===== src/rtl/cnn_pkg.sv =====
// Shared types and helpers for the CNN accelerator pooling stage.
// Holds the pooling FSM state type, an unsigned max and an index-width helper.
package cnn_pkg;

    typedef enum logic [1:0] {
        IDLE  = 2'd0,
        RUN   = 2'd1,
        DRAIN = 2'd2,
        DONE  = 2'd3
    } pool_state_t;

    localparam int UMAX_W = 32;

    function automatic logic [UMAX_W-1:0] umax(input logic [UMAX_W-1:0] a,
                                               input logic [UMAX_W-1:0] b);
        return (a >= b) ? a : b;
    endfunction

    // Index width that never collapses to zero bits for degenerate sizes.
    function automatic int idx_width(input int n);
        return (n > 1) ? $clog2(n) : 1;
    endfunction

endpackage


===== src/rtl/pool_line_buffer.sv =====
// Half-row store of horizontal pair maxima for the 2x2 pooling stage.
// Reads and writes never target the same row, so no read-before-write ordering is needed.
module pool_line_buffer
    import cnn_pkg::*;
#(
    parameter int DATA_WIDTH = 8,
    parameter int DEPTH      = 128,
    parameter int AW         = 7
) (
    input  logic                  clk,
    input  logic                  we,
    input  logic [AW-1:0]         addr,
    input  logic [DATA_WIDTH-1:0] wdata,
    output logic [DATA_WIDTH-1:0] rdata
);

    logic [DATA_WIDTH-1:0] mem [DEPTH];

    always_ff @(posedge clk) begin
        if (we) begin
            mem[addr] <= wdata;
        end
    end

    assign rdata = mem[addr];

endmodule


===== src/rtl/maxpool_stream.sv =====
// Streaming 2x2 stride-2 max-pool: raster-order pixels in, tagged pooled pixels out.
// Only one half-row of partial maxima is buffered; odd trailing rows/columns are consumed and dropped.
module maxpool_stream
    import cnn_pkg::*;
#(
    parameter int DATA_WIDTH = 8,
    parameter int IN_HEIGHT  = 256,
    parameter int IN_WIDTH   = 256
) (
    input  logic                              clk,
    input  logic                              reset,
    input  logic                              en,
    input  logic                              in_valid,
    output logic                              in_ready,
    input  logic [DATA_WIDTH-1:0]             in_data,
    output logic                              out_valid,
    input  logic                              out_ready,
    output logic [DATA_WIDTH-1:0]             out_data,
    output logic [idx_width(IN_HEIGHT/2)-1:0] out_row,
    output logic [idx_width(IN_WIDTH/2)-1:0]  out_col,
    output logic                              done
);

    localparam int OUT_HEIGHT = IN_HEIGHT / 2;
    localparam int OUT_WIDTH  = IN_WIDTH / 2;
    localparam int RW         = idx_width(OUT_HEIGHT);
    localparam int CW         = idx_width(OUT_WIDTH);
    localparam int RCW        = idx_width(IN_HEIGHT);
    localparam int CCW        = idx_width(IN_WIDTH);
    localparam int LB_DEPTH   = (OUT_WIDTH > 0) ? OUT_WIDTH : 1;
    localparam logic [RCW-1:0] R_LAST = RCW'(IN_HEIGHT - 1);
    localparam logic [CCW-1:0] C_LAST = CCW'(IN_WIDTH - 1);
    localparam bit H_ODD = (IN_HEIGHT % 2) != 0;

    pool_state_t           state;
    logic [RCW-1:0]        r;
    logic [CCW-1:0]        c;
    logic [DATA_WIDTH-1:0] h;

    logic                  accept;
    logic                  produce;
    logic                  lb_we;
    logic                  keep_row;
    logic                  last_in;
    logic                  out_hold;
    logic [CW-1:0]         lb_addr;
    logic [DATA_WIDTH-1:0] pm;
    logic [DATA_WIDTH-1:0] lb_rdata;
    logic [DATA_WIDTH-1:0] pooled;

    function automatic logic [DATA_WIDTH-1:0] dmax(input logic [DATA_WIDTH-1:0] a,
                                                   input logic [DATA_WIDTH-1:0] b);
        return DATA_WIDTH'(umax(UMAX_W'(a), UMAX_W'(b)));
    endfunction

    assign in_ready = (state == RUN) && en && (!out_valid || out_ready);
    assign accept   = in_valid && in_ready;
    assign out_hold = out_valid && !out_ready;
    assign last_in  = accept && (r == R_LAST) && (c == C_LAST);

    // The trailing row of an odd-height map must not disturb the line buffer.
    assign keep_row = !(H_ODD && (r == R_LAST));
    assign produce  = accept && c[0] && r[0];
    assign lb_we    = accept && c[0] && !r[0] && keep_row;
    assign lb_addr  = CW'(c >> 1);

    assign pm     = dmax(h, in_data);
    assign pooled = dmax(lb_rdata, pm);

    pool_line_buffer #(
        .DATA_WIDTH (DATA_WIDTH),
        .DEPTH      (LB_DEPTH),
        .AW         (CW)
    ) u_line_buffer (
        .clk   (clk),
        .we    (lb_we),
        .addr  (lb_addr),
        .wdata (pm),
        .rdata (lb_rdata)
    );

    // Raster counters, horizontal holding register and the output register.
    // A produce in the same cycle as an output handshake reloads without a bubble.
    always_ff @(posedge clk) begin
        if (!reset) begin
            r         <= '0;
            c         <= '0;
            h         <= '0;
            out_valid <= 1'b0;
            out_data  <= '0;
            out_row   <= '0;
            out_col   <= '0;
        end else begin
            if (out_valid && out_ready) begin
                out_valid <= 1'b0;
            end
            if (accept) begin
                if (c == C_LAST) begin
                    c <= '0;
                    r <= (r == R_LAST) ? '0 : r + 1'b1;
                end else begin
                    c <= c + 1'b1;
                end
                if (!c[0]) begin
                    h <= in_data;
                end
            end
            if (produce) begin
                out_valid <= 1'b1;
                out_data  <= pooled;
                out_row   <= RW'(r >> 1);
                out_col   <= CW'(c >> 1);
            end
        end
    end

    // Frame sequencing; DRAIN waits for the final pooled pixel to leave.
    always_ff @(posedge clk) begin
        if (!reset) begin
            state <= IDLE;
            done  <= 1'b0;
        end else begin
            case (state)
                IDLE: begin
                    if (en) begin
                        state <= RUN;
                    end
                end
                RUN: begin
                    if (last_in) begin
                        if (produce || out_hold) begin
                            state <= DRAIN;
                        end else begin
                            state <= DONE;
                            done  <= 1'b1;
                        end
                    end
                end
                DRAIN: begin
                    if (out_valid && out_ready) begin
                        state <= DONE;
                        done  <= 1'b1;
                    end
                end
                DONE: begin
                    done <= 1'b1;
                end
                default: begin
                    state <= IDLE;
                end
            endcase
        end
    end

endmodule


===== config.mk =====
export PLATFORM = sky130hd
export DESIGN_NAME = maxpool_stream
export DESIGN_NICKNAME = d
export VERILOG_FILES = /design/src/rtl/cnn_pkg.sv /design/src/rtl/pool_line_buffer.sv /design/src/rtl/maxpool_stream.sv
export SDC_FILE = /design/constraint.sdc
export NUM_CORES = 1
export LEC_CHECK = 0
export BUFFER_PORTS_ARGS = -buffer_cell sky130_fd_sc_hd__buf_2
export CORE_MARGIN = 2
export CORE_UTILIZATION = 30
export DETAILED_ROUTE_END_ITERATION = 12
export PLACE_DENSITY = 0.42
export SYNTH_ARGS = -nofsm -noshare
export SYNTH_HDL_FRONTEND = slang
export SYNTH_SLANG_ARGS = --single-unit

===== constraint.sdc =====
create_clock -name clk -period 6.2 [get_ports clk]
set_input_delay 0 -clock clk [delete_from_list [all_inputs] [get_ports clk]]
set_output_delay 0 -clock clk [all_outputs]
set_load 0.005 [all_outputs]

Word level (Yosys, flattened, before mapping). Memory sizes are Yosys's and may differ from the RTL's. A register that Yosys moved wholly into a read port is not among the register bits. Index checks and enable logic that the tools add are counted.

Mux-type cells: 19. Eq/ne operators: 9. Bitwise gates (word level): 1. Reductions and logical operators: 23. Add/subtract/negate cells: 2. Magnitude comparators: 2.

Operators by type and width (number): $mux W8 (4); $add A8 B1 Y8 const B (2); $eq A8 B8 Y1 const B (2); $ge A8 B8 Y1 (2); $mux W7 (2); $logic_and A1 B1 Y1 (10); $mux W1 (8); $ne A2 B2 Y1 const B (4); $reduce_and A4 Y1 (2); $mux W2 (3); $pmux W2 S3 (1); $reduce_bool A3 Y1 (2); $eq A2 B2 Y1 const B (2); $reduce_and A2 Y1 (2); $logic_not A1 Y1 (3); $pmux W1 S3 (1); $eq A2 B1 Y1 const B (1); $logic_not A2 Y1 (1); $logic_or A1 B1 Y1 (2); $reduce_bool A2 Y1 (1); $not A1 Y1 (1).

Word-level logic and storage cells: 66. Input port bits: 13. Output and inout port bits: 25. Memories: 1. Bits in writable memories: 1024. Flip-flop bits (word level): 50.

Memory list: u_line_buffer.mem (depth 128, bits a word 8, rd ports 1, clocked after memory_dff 1, wr ports 1, line pool_line_buffer.sv:17) `logic [DATA_WIDTH-1:0] mem [DEPTH];`.

Longest topological paths before layout.
Word-level depth: 10. Gate-level depth with buffers: 18. Mapped depth without buffers: 17.

Modules after synthesis. From an unflattened synthesis, not the netlist that was laid out.

Cells, all modules: 2766. Area total of the unflattened synthesis: 42838.6 um2.

By module, submodules not included: pool_line_buffer (sequential area each 30749.5 um2, area each 40273.6 um2, cells an instance 2467, instances 1); maxpool_stream (sequential area each 1001.0 um2, area each 2565.0 um2, cells an instance 299, instances 1).

Least setup slack after synthesis. Ideal clock, no wire load.

Path kind: register -> register. From: register h[0]. To: register out_data[6]. Required time: 6.069 ns. Arrival: 4.666 ns. Setup time: 0.131 ns. Slack: 1.403 ns. Path buffers: 0. Cell stages (with the launch flop): 18. Period minus slack after synthesis: 4.797 ns. Cells stage by stage: dfxtp_1 -> inv_1 -> ha_1 -> nand2b_1 -> a21oi_1 -> nor2b_1 -> o2111ai_1 -> a31oi_2 -> mux2i_1 -> inv_1 -> ha_1 -> nand2b_1 -> a21o_1 -> a21oi_1 -> o211ai_1 -> o211ai_1 -> or4b_1 -> o211ai_1.

Longest elaborated chain between the ends: 4.

Ends and longest elaborated chain: start, declared (line maxpool_stream.sv:38) `logic [DATA_WIDTH-1:0] h;`; start signal, assigned (line maxpool_stream.sv:105) `h <= in_data;`; $ge A8 B8 Y1 (line cnn_pkg.sv:16) `return (a >= b) ? a : b;`; $mux W8 (*) (line cnn_pkg.sv:16); named net pm[0] (line maxpool_stream.sv:47) `logic [DATA_WIDTH-1:0] pm;`; $ge A8 B8 Y1 (*) (line cnn_pkg.sv:16); $mux W8 (*) (line cnn_pkg.sv:16); end signal, assigned (line maxpool_stream.sv:110) `out_data <= pooled;`; end, declared (line maxpool_stream.sv:18) `output logic [DATA_WIDTH-1:0] out_data,`.

The timed path passes the listed nets; every way through them passes the cells marked *. A chain may end at the register's enable or synchronous reset.

==> flow_summary.yaml <==
cts:
  cts_buffers: 114
  root_buffer: "clkbuf_16"
  clock_latency_ps: 720
  hold_buffers: 15
  path_clk_slew_ps: 60
  post_cts_buffers: 0
  cts.path.max_buffers: 3
  clkSinkCount: 1081
  h-tree-depth: 3
  cts_tree: "yes"
  cts_resized: 0
sta:
  max_freq_ghz: 0.195
  finalHoldViolCount: 0
  fin_crit_ps: 5120
  fin_setup_tns_ps: 0
  relSlewSlack: 0.251
  setup_viol_count_final: 0
  worst_pin_slew_ps: 1120
  rsz0062_at_grt: "false"
  final.setup.worst_slack_ps: 1080
  skew_ps: 26.6
  slew_viol_final: 0
  fin_crit_sh: 0.825
logic_synthesis:
  synthMostInstantiatedCell: "edfxtp_1"
  synth_edf_count: 1024
  synthSimpleGateAreaFrac: 0.0426
  ys_seq_area_frac: 0.747
  synth-compound-area-share: 0.0403
  ys_ff_latch: 1081
  synthXorXnorAreaFrac: 0.00205
  ys_top_cells_by_area: "edfxtp_1 72%, mux4_2 11%, dfxtp_1 2.7%, mux2i_1 2.4%, a22oi_1 1.5%"
  yosysTopAreaCell: "edfxtp_1"
  synthDistinctLibCells: 60
  syn_nets: 2267
  synth_warnings: 0
  synth_top_area_frac: 0.720
  syn-mean-instance-area_um2: 19.1
  netlist_area_mm2: 0.0427
  synth_top_family_by_area: "multiplexers"
  synthTopCellsByCount: "1,024 x edfxtp_1, 202 x mux4_2, 170 x nor2_1"
  synthCells: 2232
  synth_ff_type: "edfxtp_1"
  synth_adder_area_share: 0.00645
  synth.area.mux_share: 0.141
  synthArstFlopShare: 0
power_and_ir_drop:
  swShare: 0.205
  combPwrFrac: 0.026
  p_int_uw: 12200
  power_uw: 15300
  vdd_drop_max_mv: 0.224
  powerDensity_mw_per_mm2: 314
  p_leak_uw: 0.0146
  p_sw_uw: 3150
  seqPwrFrac: 0.526
  pwr-share-clk: 0.447
worst_setup_path:
  cp.arrival_ps: 5670
  cp.required_ps: 6760
  worst_setup_path_end_kind: "register"
  start_kind: "register"
  r2r_slack_ps: 1080
  path_max_fanout: 43
  worstSetupPathType: "reg -> reg"
global_routing:
  antenna_found_initial: 4
  grt_overflow: 0
  grt_pass1_vias: 22200
  grtUsageTotal: 0.161
  grt_max_degree: 89
  grt_pass1_wl_mm: 167
layout:
  syn2layout_area_growth_pct: 14.6
  final_nets: 2367
  fin_area_mm2: 0.0489
  fillers: 13300
  drive_gt1_frac: 0.203
  final_cells: 4315
  antenna_cells: 0
floorplanning:
  die_h_um: 381
  initial_core_util: 0.302
  ioPinCount: 38
  core_mm2: 0.141
  dieArea_mm2: 0.145
  die_w_um: 381
  placementRows: 138
place:
  placed_area_mm2: 0.0450
  post-place-ws_ps: 1160
  io_buffers: 37
  placed_cells: 4091
  gp_congestion: 0.815
  hpwl_mm: 74.2
routing:
  antenna_left: 0
  firstDrtPassIters: 5
  drt-wirelength-per-cell_um: 27.3
  drc_errors: 0
  vias_per_cell: 4.98
  wl_mm: 118
  detail_route.iter0.violations: 2099
  vias: 21500
flow_run:
  cap_viol_max_count: 0
worst_hold_path:
  hold_class: "in -> reg"
outcome:
  outcome: "finished, final reports clean"
==> routing by layer <==
layer	track usage	routed length (um)	up-vias
li1	-	-	9290
met1	0.221	52200	11400
met2	0.253	55100	639
met3	0.0389	7740	132
met4	0.0499	2820	2
met5	0	11	-
==> final cells by class <==
cell class,instances,area (um2),area share
sequential,1081,31900,0.652
clock inverter,61,691,0.0141
multi-input combinational,1004,9920,0.203
timing repair buffer,104,863,0.0177
inverter,27,121,0.00248
tap,1890,2360,0.0484
clock buffer,148,3040,0.0622
==> cell usage in the layout, fill, tap and decap left out, drive strengths merged, types with 8 or more instances in the layout <==
| cell | synthesis | routed |
|---|---|---|
| nand3 | 42 | 42 |
| o21ai | 23 | 23 |
| a21boi | 10 | 10 |
| a21oi | 48 | 48 |
| nor3 | 21 | 21 |
| dlygate4sd3 | 0 | 15 |
| nand4 | 8 | 8 |
| bufinv | 0 | 14 |
| nand2b | 16 | 16 |
| clkbuf | 47 | 148 |
| nor2b | 19 | 19 |
| mux2i | 101 | 101 |
| a31oi | 9 | 9 |
| clkinv | 0 | 36 |
| buf | 73 | 89 |
| o22ai | 13 | 13 |
| ha | 22 | 22 |
| mux4 | 216 | 216 |
| o221ai | 12 | 12 |
| edfxtp | 1024 | 1024 |
| nand2 | 97 | 97 |
| dfxtp | 57 | 57 |
| inv | 27 | 31 |
| nor2 | 173 | 173 |
| a22oi | 85 | 85 |
==> flip-flops by register name (all words and copies together) (netlist names), named ones only <==
name	flops
out_col	7
h	8
r	8
done	1
out_valid	1
u_line_buffer.mem	1024
out_data	8
state	2
c	8
out_row	7
==> metrics by stage <==
stage,hold WS (ps),utilization
4_1_cts,26.3,0.346
6_report,92.5,0.346
5_1_grt,79.8,0.346
2_1_floorplan,136,-
3_5_place_dp,274,0.318
3_3_place_gp,270,0.318
==> power groups by stage <==
stage	clock network [uW]	registers, uW	logic, uW
detailed placement	0	8230	399
floorplan	0	8240	212
finish	6860	8080	403
CTS	7050	8080	415
global placement	0	8230	380
global route	7280	8080	446
==> critical path, cell delays in order (launching register included) <==
cell and delay [ps]:
dfxtp_4 570, buf_12 350, buf_12 280, mux4_2 520, a22oi_1 280, a21oi_1 270
o221ai_1 540, o211a_1 330, ha_1 260, nand2b_1 150, a21o_1 180, a21oi_1 140
o211ai_1 150, o211ai_1 560, or4b_1 220, o211ai_1 80
==> final timing paths <==
path | startpoint | endpoint | cells after the start
min reg2reg | out_col[3] | out_col[3] | 2
max reg2reg | register | out_data[4] | 15
max | register | out_data[4] | 15
min | in_data[6] | h[6] | 4
==> kinds of logic after synthesis <==
family | Yosys count
AO/OA/AOI/OAI | 244
AND/OR/NAND/NOR | 404
flip-flops | 1081
buffers and inverters | 147
adder cells (fa/ha/maj) | 22
XOR/XNOR | 10
multiplexers | 324
No activity file was read; power rests on OpenSTA's default activity.
